## src/rtl/cpu_out_uart.sv

```systemverilog
`default_nettype none
// +----------------------------------------------------------------------------+
// | Module   : cpu_out_uart                                                    |
// | Purpose  : Captures bytes the accumulator CPU writes with its OUT opcode,  |
// |            buffers them in a small FIFO and sends them on an 8N1 UART line |
// |            (LSB first). The CPU cannot be stalled, so bytes that arrive    |
// |            when the FIFO is full are dropped and flagged.                  |
// | Revision : 1.0  initial release                                            |
// +----------------------------------------------------------------------------+
// | Parameters                                                                 |
// |   DEPTH        FIFO entries (power of two, >= 2)                           |
// |   CLKS_PER_BIT clock cycles per UART bit (>= 2)                            |
// |   OUT_OPCODE   command value that marks a port write                       |
// | Ports                                                                      |
// |   clock      in   system clock, posedge                                    |
// |   reset      in   synchronous, active-low                                  |
// |   cmd_in     in   CPU current opcode                                       |
// |   port_data  in   CPU output port value                                    |
// |   ovf_clr    in   clears the overflow flag                                 |
// |   tx         out  UART serial line, idle high, registered                  |
// |   busy       out  FIFO non-empty or transmitter active                     |
// |   fifo_count out  bytes currently buffered                                 |
// |   overflow   out  sticky: a captured byte was dropped                      |
// | Build option                                                               |
// |   CPU_OUT_UART_PARITY_EN  adds an even-parity bit between data and stop    |
// +----------------------------------------------------------------------------+
module cpu_out_uart #(
  parameter int         DEPTH        = 8,
  parameter int         CLKS_PER_BIT = 16,
  parameter logic [7:0] OUT_OPCODE   = 8'h05
) (
  input  logic                         clock,
  input  logic                         reset,
  input  logic [7:0]                   cmd_in,
  input  logic [7:0]                   port_data,
  input  logic                         ovf_clr,
  output logic                         tx,
  output logic                         busy,
  output logic [$clog2(DEPTH+1)-1:0]   fifo_count,
  output logic                         overflow
);

  localparam int PTR_W = $clog2(DEPTH);
  localparam int CNT_W = $clog2(DEPTH+1);
  localparam int CLK_W = $clog2(CLKS_PER_BIT);

`ifdef CPU_OUT_UART_PARITY_EN
  typedef enum logic [2:0] {
    S_IDLE   = 3'd0,
    S_START  = 3'd1,
    S_DATA   = 3'd2,
    S_STOP   = 3'd3,
    S_PARITY = 3'd4
  } state_t;
`else
  typedef enum logic [2:0] {
    S_IDLE  = 3'd0,
    S_START = 3'd1,
    S_DATA  = 3'd2,
    S_STOP  = 3'd3
  } state_t;
`endif

  state_t             state_q;
  logic               out_seen_q;
  logic [7:0]         mem_q [DEPTH];
  logic [PTR_W-1:0]   wr_ptr_q;
  logic [PTR_W-1:0]   rd_ptr_q;
  logic [CNT_W-1:0]   count_q;
  logic               ovf_q;
  logic               tx_q;
  logic [7:0]         shift_q;
  logic [2:0]         bit_idx_q;
  logic [CLK_W-1:0]   clk_cnt_q;
`ifdef CPU_OUT_UART_PARITY_EN
  logic               par_q;
`endif

  logic w_full;
  logic w_pop;
  logic w_push_ok;
  logic w_drop;
  logic w_bit_end;

  // The CPU drives port_out on the OUT edge, so the byte is valid one cycle
  // later: out_seen_q marks that cycle as a push.
  assign w_full    = (count_q == CNT_W'(DEPTH));
  assign w_pop     = (state_q == S_IDLE) && (count_q != '0);
  // A pop on the same edge frees a slot, so a full FIFO still accepts.
  assign w_push_ok = out_seen_q && (!w_full || w_pop);
  assign w_drop    = out_seen_q && w_full && !w_pop;
  assign w_bit_end = (clk_cnt_q == CLK_W'(CLKS_PER_BIT - 1));

  assign tx         = tx_q;
  assign fifo_count = count_q;
  assign overflow   = ovf_q;
  assign busy       = (count_q != '0) || (state_q != S_IDLE);

  // Storage carries no reset; validity is tracked by the pointers and count.
  always_ff @(posedge clock) begin
    if (w_push_ok) begin
      mem_q[wr_ptr_q] <= port_data;
    end
  end

  always_ff @(posedge clock) begin
    if (!reset) begin
      out_seen_q <= 1'b0;
      wr_ptr_q   <= '0;
      rd_ptr_q   <= '0;
      count_q    <= '0;
      ovf_q      <= 1'b0;
    end else begin
      out_seen_q <= (cmd_in == OUT_OPCODE);
      if (w_push_ok) begin
        wr_ptr_q <= wr_ptr_q + PTR_W'(1);
      end
      if (w_pop) begin
        rd_ptr_q <= rd_ptr_q + PTR_W'(1);
      end
      if (w_push_ok && !w_pop) begin
        count_q <= count_q + CNT_W'(1);
      end else if (!w_push_ok && w_pop) begin
        count_q <= count_q - CNT_W'(1);
      end
      // A new drop takes priority over a clear on the same edge.
      if (w_drop) begin
        ovf_q <= 1'b1;
      end else if (ovf_clr) begin
        ovf_q <= 1'b0;
      end
    end
  end

  // Transmit FSM; tx_q is loaded with the level of the state being entered.
  always_ff @(posedge clock) begin
    if (!reset) begin
      state_q   <= S_IDLE;
      tx_q      <= 1'b1;
      shift_q   <= '0;
      bit_idx_q <= '0;
      clk_cnt_q <= '0;
`ifdef CPU_OUT_UART_PARITY_EN
      par_q     <= 1'b0;
`endif
    end else begin
      case (state_q)
        S_IDLE: begin
          tx_q <= 1'b1;
          if (w_pop) begin
            shift_q   <= mem_q[rd_ptr_q];
            clk_cnt_q <= '0;
            tx_q      <= 1'b0;
            state_q   <= S_START;
`ifdef CPU_OUT_UART_PARITY_EN
            par_q     <= ^mem_q[rd_ptr_q];
`endif
          end
        end
        S_START: begin
          if (w_bit_end) begin
            clk_cnt_q <= '0;
            bit_idx_q <= '0;
            tx_q      <= shift_q[0];
            state_q   <= S_DATA;
          end else begin
            clk_cnt_q <= clk_cnt_q + CLK_W'(1);
          end
        end
        S_DATA: begin
          if (w_bit_end) begin
            clk_cnt_q <= '0;
            shift_q   <= shift_q >> 1;
            if (bit_idx_q == 3'd7) begin
`ifdef CPU_OUT_UART_PARITY_EN
              tx_q    <= par_q;
              state_q <= S_PARITY;
`else
              tx_q    <= 1'b1;
              state_q <= S_STOP;
`endif
            end else begin
              tx_q      <= shift_q[1];
              bit_idx_q <= bit_idx_q + 3'd1;
            end
          end else begin
            clk_cnt_q <= clk_cnt_q + CLK_W'(1);
          end
        end
`ifdef CPU_OUT_UART_PARITY_EN
        S_PARITY: begin
          if (w_bit_end) begin
            clk_cnt_q <= '0;
            tx_q      <= 1'b1;
            state_q   <= S_STOP;
          end else begin
            clk_cnt_q <= clk_cnt_q + CLK_W'(1);
          end
        end
`endif
        S_STOP: begin
          if (w_bit_end) begin
            clk_cnt_q <= '0;
            state_q   <= S_IDLE;
          end else begin
            clk_cnt_q <= clk_cnt_q + CLK_W'(1);
          end
        end
        default: begin
          tx_q    <= 1'b1;
          state_q <= S_IDLE;
        end
      endcase
    end
  end

endmodule
`default_nettype wire
```

## config.mk

```make
export PLATFORM = sky130hd
export DESIGN_NAME = cpu_out_uart
export DESIGN_NICKNAME = d
export VERILOG_FILES = /design/src/rtl/cpu_out_uart.sv
export SDC_FILE = /design/constraint.sdc
export NUM_CORES = 1
export LEC_CHECK = 0
export CAP_MARGIN = 20
export CORE_MARGIN = 4
export CORE_UTILIZATION = 46
export DETAILED_ROUTE_END_ITERATION = 10
export GPL_TIMING_DRIVEN = 0
export SYNTH_ARGS = -nofsm -noshare
export SYNTH_HDL_FRONTEND = slang
export SYNTH_SLANG_ARGS = --single-unit
```

## constraint.sdc

```tcl
create_clock -name clock -period 6.97 [get_ports clock]
set_input_delay 1.394 -clock clock [delete_from_list [all_inputs] [get_ports clock]]
set_output_delay 1.394 -clock clock [all_outputs]
set_load 0.01 [all_outputs]
```

**Word-level counts from Yosys, hierarchy flattened**

Memory sizes are Yosys's and may differ from the RTL's. A register that Yosys moved wholly into a read port is not among the register bits.
Cells that the tools add are included.

- Flip-flop bits (word level): 31
- Bits in writable memories: 64
- Bits of input ports: 19
- Output and inout bits: 7
- Memories kept: 1

Memory list:

| memory | depth | bits a word | read ports | clocked after Yosys merged registers in | write ports | RTL line | source |
|---|---|---|---|---|---|---|---|
| mem_q | 8 | 8 | 1 | 1 | 1 | 66 | `logic [7:0] mem_q [DEPTH];` |

- Add/subtract/negate cells: 6
- Eq/ne operators: 13
- Muxes and demuxes: 28
- Bitwise gates (word level): 1
- Reduce and logical (&&, ||, !) cells: 25

Operator list:

| operator | number |
|---|---|
| 3-bit 2-to-1 mux | 9 |
| 4-bit 2-to-1 mux | 4 |
| 8-bit 2-to-1 mux | 2 |
| 8-bit case mux with 2 select lines | 1 |
| 2-bit != test (second input constant) | 6 |
| 3-bit case mux with 4 select lines | 1 |
| 2-bit nonzero test | 5 |
| 3-bit by 1-bit adder with 3-bit output (second input constant) | 3 |
| 4-bit by 1-bit adder with 4-bit output (second input constant) | 2 |
| 4-bit == test (second input constant) | 2 |
| 8-bit by 3-bit == test with 1-bit output (second input constant) | 1 |
| 1-bit 2-to-1 mux | 8 |
| 4-bit case mux with 2 select lines | 1 |
| 3-bit by 2-bit == test with 1-bit output (second input constant) | 2 |
| 1-bit logical AND | 6 |
| 3-bit case mux with 2 select lines | 1 |
| 3-bit AND reduction | 2 |
| 5-bit AND reduction | 1 |
| 1-bit case mux with 4 select lines | 1 |
| 4-bit AND reduction | 1 |
| 4-bit nonzero test | 1 |
| 4-bit by 1-bit subtractor with 4-bit output (second input constant) | 1 |
| 3-bit by 1-bit == test with 1-bit output (second input constant) | 1 |
| 3-bit == test (second input constant) | 1 |
| 7 further kinds | 10 |

**Depth between registers and ports, before layout**

Gate-level depths: netlist of run 1.

- Depth after elaboration: 8
- Mapped depth: 12

**Worst setup path before layout of run 1**

OpenSTA, ideal clock, no wires.

- Path type: reg-to-reg
- Start: reg state_q[0]
- End: reg count_q[3] (netlist: fifo_count[3])
- Arrival: 2.397 ns
- Path slack: 4.501 ns
- Cell stages (with the launch flop): 13
- Buffers on the path: 1
- Cell sequence: dfxtp_1 inv_1 ha_1 buf_2 nand2b_1 o21a_1 ha_1 inv_1 ha_1 a21oi_1 a211oi_1 a31oi_1 mux2i_1

- Cells in the longest elaborated chain, start to end: 7

Ends and longest elaborated chain:

| item | RTL line | source |
|---|---|---|
| start: declaration | 64 | `state_t state_q;` |
| start signal: assignment | 138 | `state_q <= S_IDLE;` |
| start signal: assignment | 154 | `state_q <= S_START;` |
| start signal: assignment | 165 | `state_q <= S_DATA;` |
| 3-bit logical NOT * | 88 | `assign w_pop = (state_q == S_IDLE) && (count_q != '0);` |
| 1-bit logical AND * | 88 |  |
| 1-bit logical OR * | 90 | `assign w_push_ok = out_seen_q && (!w_full \|\| w_pop);` |
| 1-bit logical AND * | 90 |  |
| net w_push_ok | 81 | `logic w_push_ok;` |
| 1-bit logical NOT | 123 | `end else if (!w_push_ok && w_pop) begin` |
| 1-bit logical AND | 123 |  |
| 2-bit nonzero test (no line) | - |  |
| end signal: assignment | 122 | `count_q <= count_q + CNT_W'(1);` |
| end signal: assignment | 124 | `count_q <= count_q - CNT_W'(1);` |
| end: declaration | 69 | `logic [CNT_W-1:0] count_q;` |

Mark *: on every way through the listed nets, which the timed path passes. The rest lies on a longest branch.
A chain may end at the register's enable or synchronous reset.

**Worst setup path in the final report of run 1**

- Start: reg count_q[3] (netlist: fifo_count[3])
- End: out busy

- Cells in the longest elaborated chain, start to end: 2

Ends and longest elaborated chain:

| item | RTL line | source |
|---|---|---|
| 4-bit nonzero test | 97 | `assign busy = (count_q != '0) \|\| (state_q != S_IDLE);` |
| 1-bit logical OR | 97 |  |
| end: declaration | 38 | `output logic busy,` |

No other way between the ends.

==> flow_metrics.tcl, run 1 <==
set metrics [dict create \
    synth-edff-count 64 \
    endpoint_kind "output pin" \
    fmax_ghz 0.2893 \
    yosysUniqueCellTypes 45 \
    p_comb_share_pct 32.4 \
    die_area_mm2 0.01088 \
    drc_errors 0 \
    hold_path_class "reg2reg" \
    avgSynthCellArea_um2 14.23 \
    switchingPower_w 0.0005355 \
    cts.sinks 97 \
    synth_common_cells "64 x edfxtp_1, 33 x dfxtp_1, 19 x nand2_1" \
    crit_fanout 8 \
    layout-drive-gt1-share_pct 9.384 \
    firstDrtPassIters 4 \
    syn_area_mm2 0.004268 \
    worst_slew_pin_slew_ps 828.9 \
    netlist_instances 300 \
    rsz0062_at_grt "no" \
    die_w_um 104.3 \
    finClkSkew_ps 12.83 \
    setup_slack_ps 3513 \
    grt_max_degree 21 \
    synthArstFlopShare_pct 0 \
    placedCellCount 433 \
    p_leak_nw 1.627 \
    via_per_inst 5.494 \
    vdd_drop_max_mv 0.1282 \
    cts_resized 0 \
    crit_arrival_ps 2060 \
    h-tree-depth 3 \
    fin_area_mm2 0.004858 \
    root_buffer "clkbuf_8" \
    final_nets 369 \
    outcome "finished clean" \
    synth_nets 333 \
    cts_buffer_depth 2 \
    required_ps 5580 \
    final_util_pct 54.64 \
    synth_top_area_share_pct 45.03 \
    fin_crit_sh_pct 49.59 \
    pin_count 26 \
    portBuffers 24 \
    drt-initial-drc-count 107 \
    cts_hold_buffers 0 \
    dp_slack_ps 3902 \
    setup_viol 0 \
    ys_seq_elements 97 \
    hpwl_um 5447 \
    max_slew_margin_pct 44.54 \
    gp_congestion 0.7386 \
    fp.coreArea_mm2 0.008891 \
    cts_setup_buffers 0 \
    die_y_um 104.3 \
    grt_pass1_wl_um 12680 \
    start_util_pct 48.00 \
    drv_cap 0 \
    cts_made_buffers 9 \
    vias 2467 \
    yosysMostFrequentCell "edfxtp_1" \
    area_growth_pct 13.84 \
    cts_tree "done" \
    synth_ff_type "edfxtp_1" \
    post_dp_cell_area_mm2 0.004656 \
    ant_nets 0 \
    clock_latency_ps 370 \
    p_sw_share_pct 33.69 \
    finalSetupTns_ps 0 \
    clkPwrFrac_pct 23.1 \
    rows 34 \
    yosys_warnings 0 \
    antenna_found_initial 0 \
    overflow 0 \
    crit_path_start_kind "flop" \
    p_per_area_mw_per_mm2 327.1 \
    critPathKind "reg2out" \
    period_minus_slack_ps 3457 \
    n_antenna_cell 0 \
    clk_pin_slew_ps 100 \
    instances_no_fill 449 \
    synth_area_leaders "edfxtp_1 45%, dfxtp_1 15%, mux4_1 9.9%" \
    routed_wl_um 7890 \
    grt_use_total_pct 15.11 \
    synth_top_area_cell "edfxtp_1" \
    yosysSeqAreaShare_pct 60.51 \
    wl_per_cell_um 17.57 \
    slew_viol_final 0 \
    p_int_w 0.001054 \
    hold_viol_final 0 \
    grt_pass1_vias 2407 \
    p_seq_share_pct 44.5 \
]
[through the flow]
stage / total power, W / hold slack [ps]
6_report: 0.001589 / 482.7
5_1_grt: 0.001696 / 495.3
4_1_cts: 0.001609 / 480.6
3_5_place_dp: 0.001240 / 464.5
3_3_place_gp: 0.001233 / 461.4
2_1_floorplan: 0.001090 / 448.4
[state kept, by name, summed over array words and instances, names as in the netlist, 2 cells and up, named ones only]
signal and cells:
mem_q 64, shift_q 8, clk_cnt_q 4, fifo_count 4, bit_idx_q 3, rd_ptr_q 3
wr_ptr_q 3, state_q 2
[area by class of cell]
cell class	instances	area [um^2]
clock inverter	7	78.83
inverter	4	15.01
multi-input combinational	181	1575
buffer	18	100.1
sequential	97	2582
clock buffer	9	123.9
fill	749	4033
tap	108	135.1
timing repair buffer	25	247.7
[final timing paths]
path,startpoint,end,slack (ps),depth (start not counted)
worst max-delay path,fifo_count[3],busy,3510,3
worst min-delay path,shift_q[7],shift_q[7],480,2
worst max register to register,state_q[0],fifo_count[3],4210,12
worst min register to register,shift_q[7],shift_q[7],480,2
[routing by layer]
layer	track usage, %	wire (um)
met2	23.94	3827
met5	0	0
met4	4.748	81
met3	4.283	240
met1	20.16	3740
[critical path: stages, from the launching register on]
cell and delay [ps]:
dfxtp_1 400, nor4_4 530, nand2_1 230, clkdlybuf4s50_1 530
[power by group through the flow]
stage	clock network (W)	registers, W	logic, W
after detailed placement	0	0.000721	0.000518
after CTS	0.000379	0.000709	0.000521
final	0.000367	0.000708	0.000515
after floorplan	0	0.000718	0.000372
after global placement	0	0.000720	0.000512
after global routing	0.000405	0.000716	0.000575
[cells in the final DEF, fill, tap and decap left out, drive strengths merged, types with 2 or more instances in the layout]
master         Yosys  routed
clkdlybuf4s50      0      24
a21oi              5       5
nor2              11      11
buf                8       9
a22oi              2       2
dfxtp             33      33
nand2b             8       8
nor4b              2       2
inv                4       8
mux4              16      16
nor3               4       4
a21boi             4       4
and2               7       7
clkinv             0       3
clkbuf            10      19
ha                13      13
o21ai              9       9
nand2             19      19
edfxtp            64      64
or3                2       2
o211ai             8       8
nor2b              8       8
nand3b             2       2
xnor2              5       5
or2                8       8
nand4              9       9
a211oi             2       2
a32oi              4       4
mux2i             12      12
nand3             11      11
[kinds of logic after synthesis]
| logic type | after synthesis | share of synthesized area [%] |
|---|---|---|
| muxes | 29 | 12.93 |
| adders and majority gates | 14 | 4.280 |
| buffers and inverters | 22 | 2.697 |
| DFF | 97 | 60.51 |
| and+or+nand+nor | 95 | 12.37 |
| AOI/OAI and AO/OA | 38 | 6.186 |
| xor gates and xnor gates | 5 | 1.026 |
Power figures use the tool's default switching activity.
==> run 2: changes to the inputs <==
clock period = 3.4 ns   (was 6.97 ns; I/O delays follow)
==> results of run 2 <==
The final DEF is identical to that of run 1. Status: finished clean.
Main changes from that run: setup slack after placement 3902 ps -> 642.6 ps; setup slack after layout 3513 ps -> 635.9 ps; start point of the critical path fifo_count[3] -> state_q[0]; end point of the critical path busy -> fifo_count[3]; register-to-register setup slack 4210 ps -> 640 ps; total power 0.001589 W -> 0.003258 W; worst IR drop on VDD 0.1282 mV -> 0.2629 mV
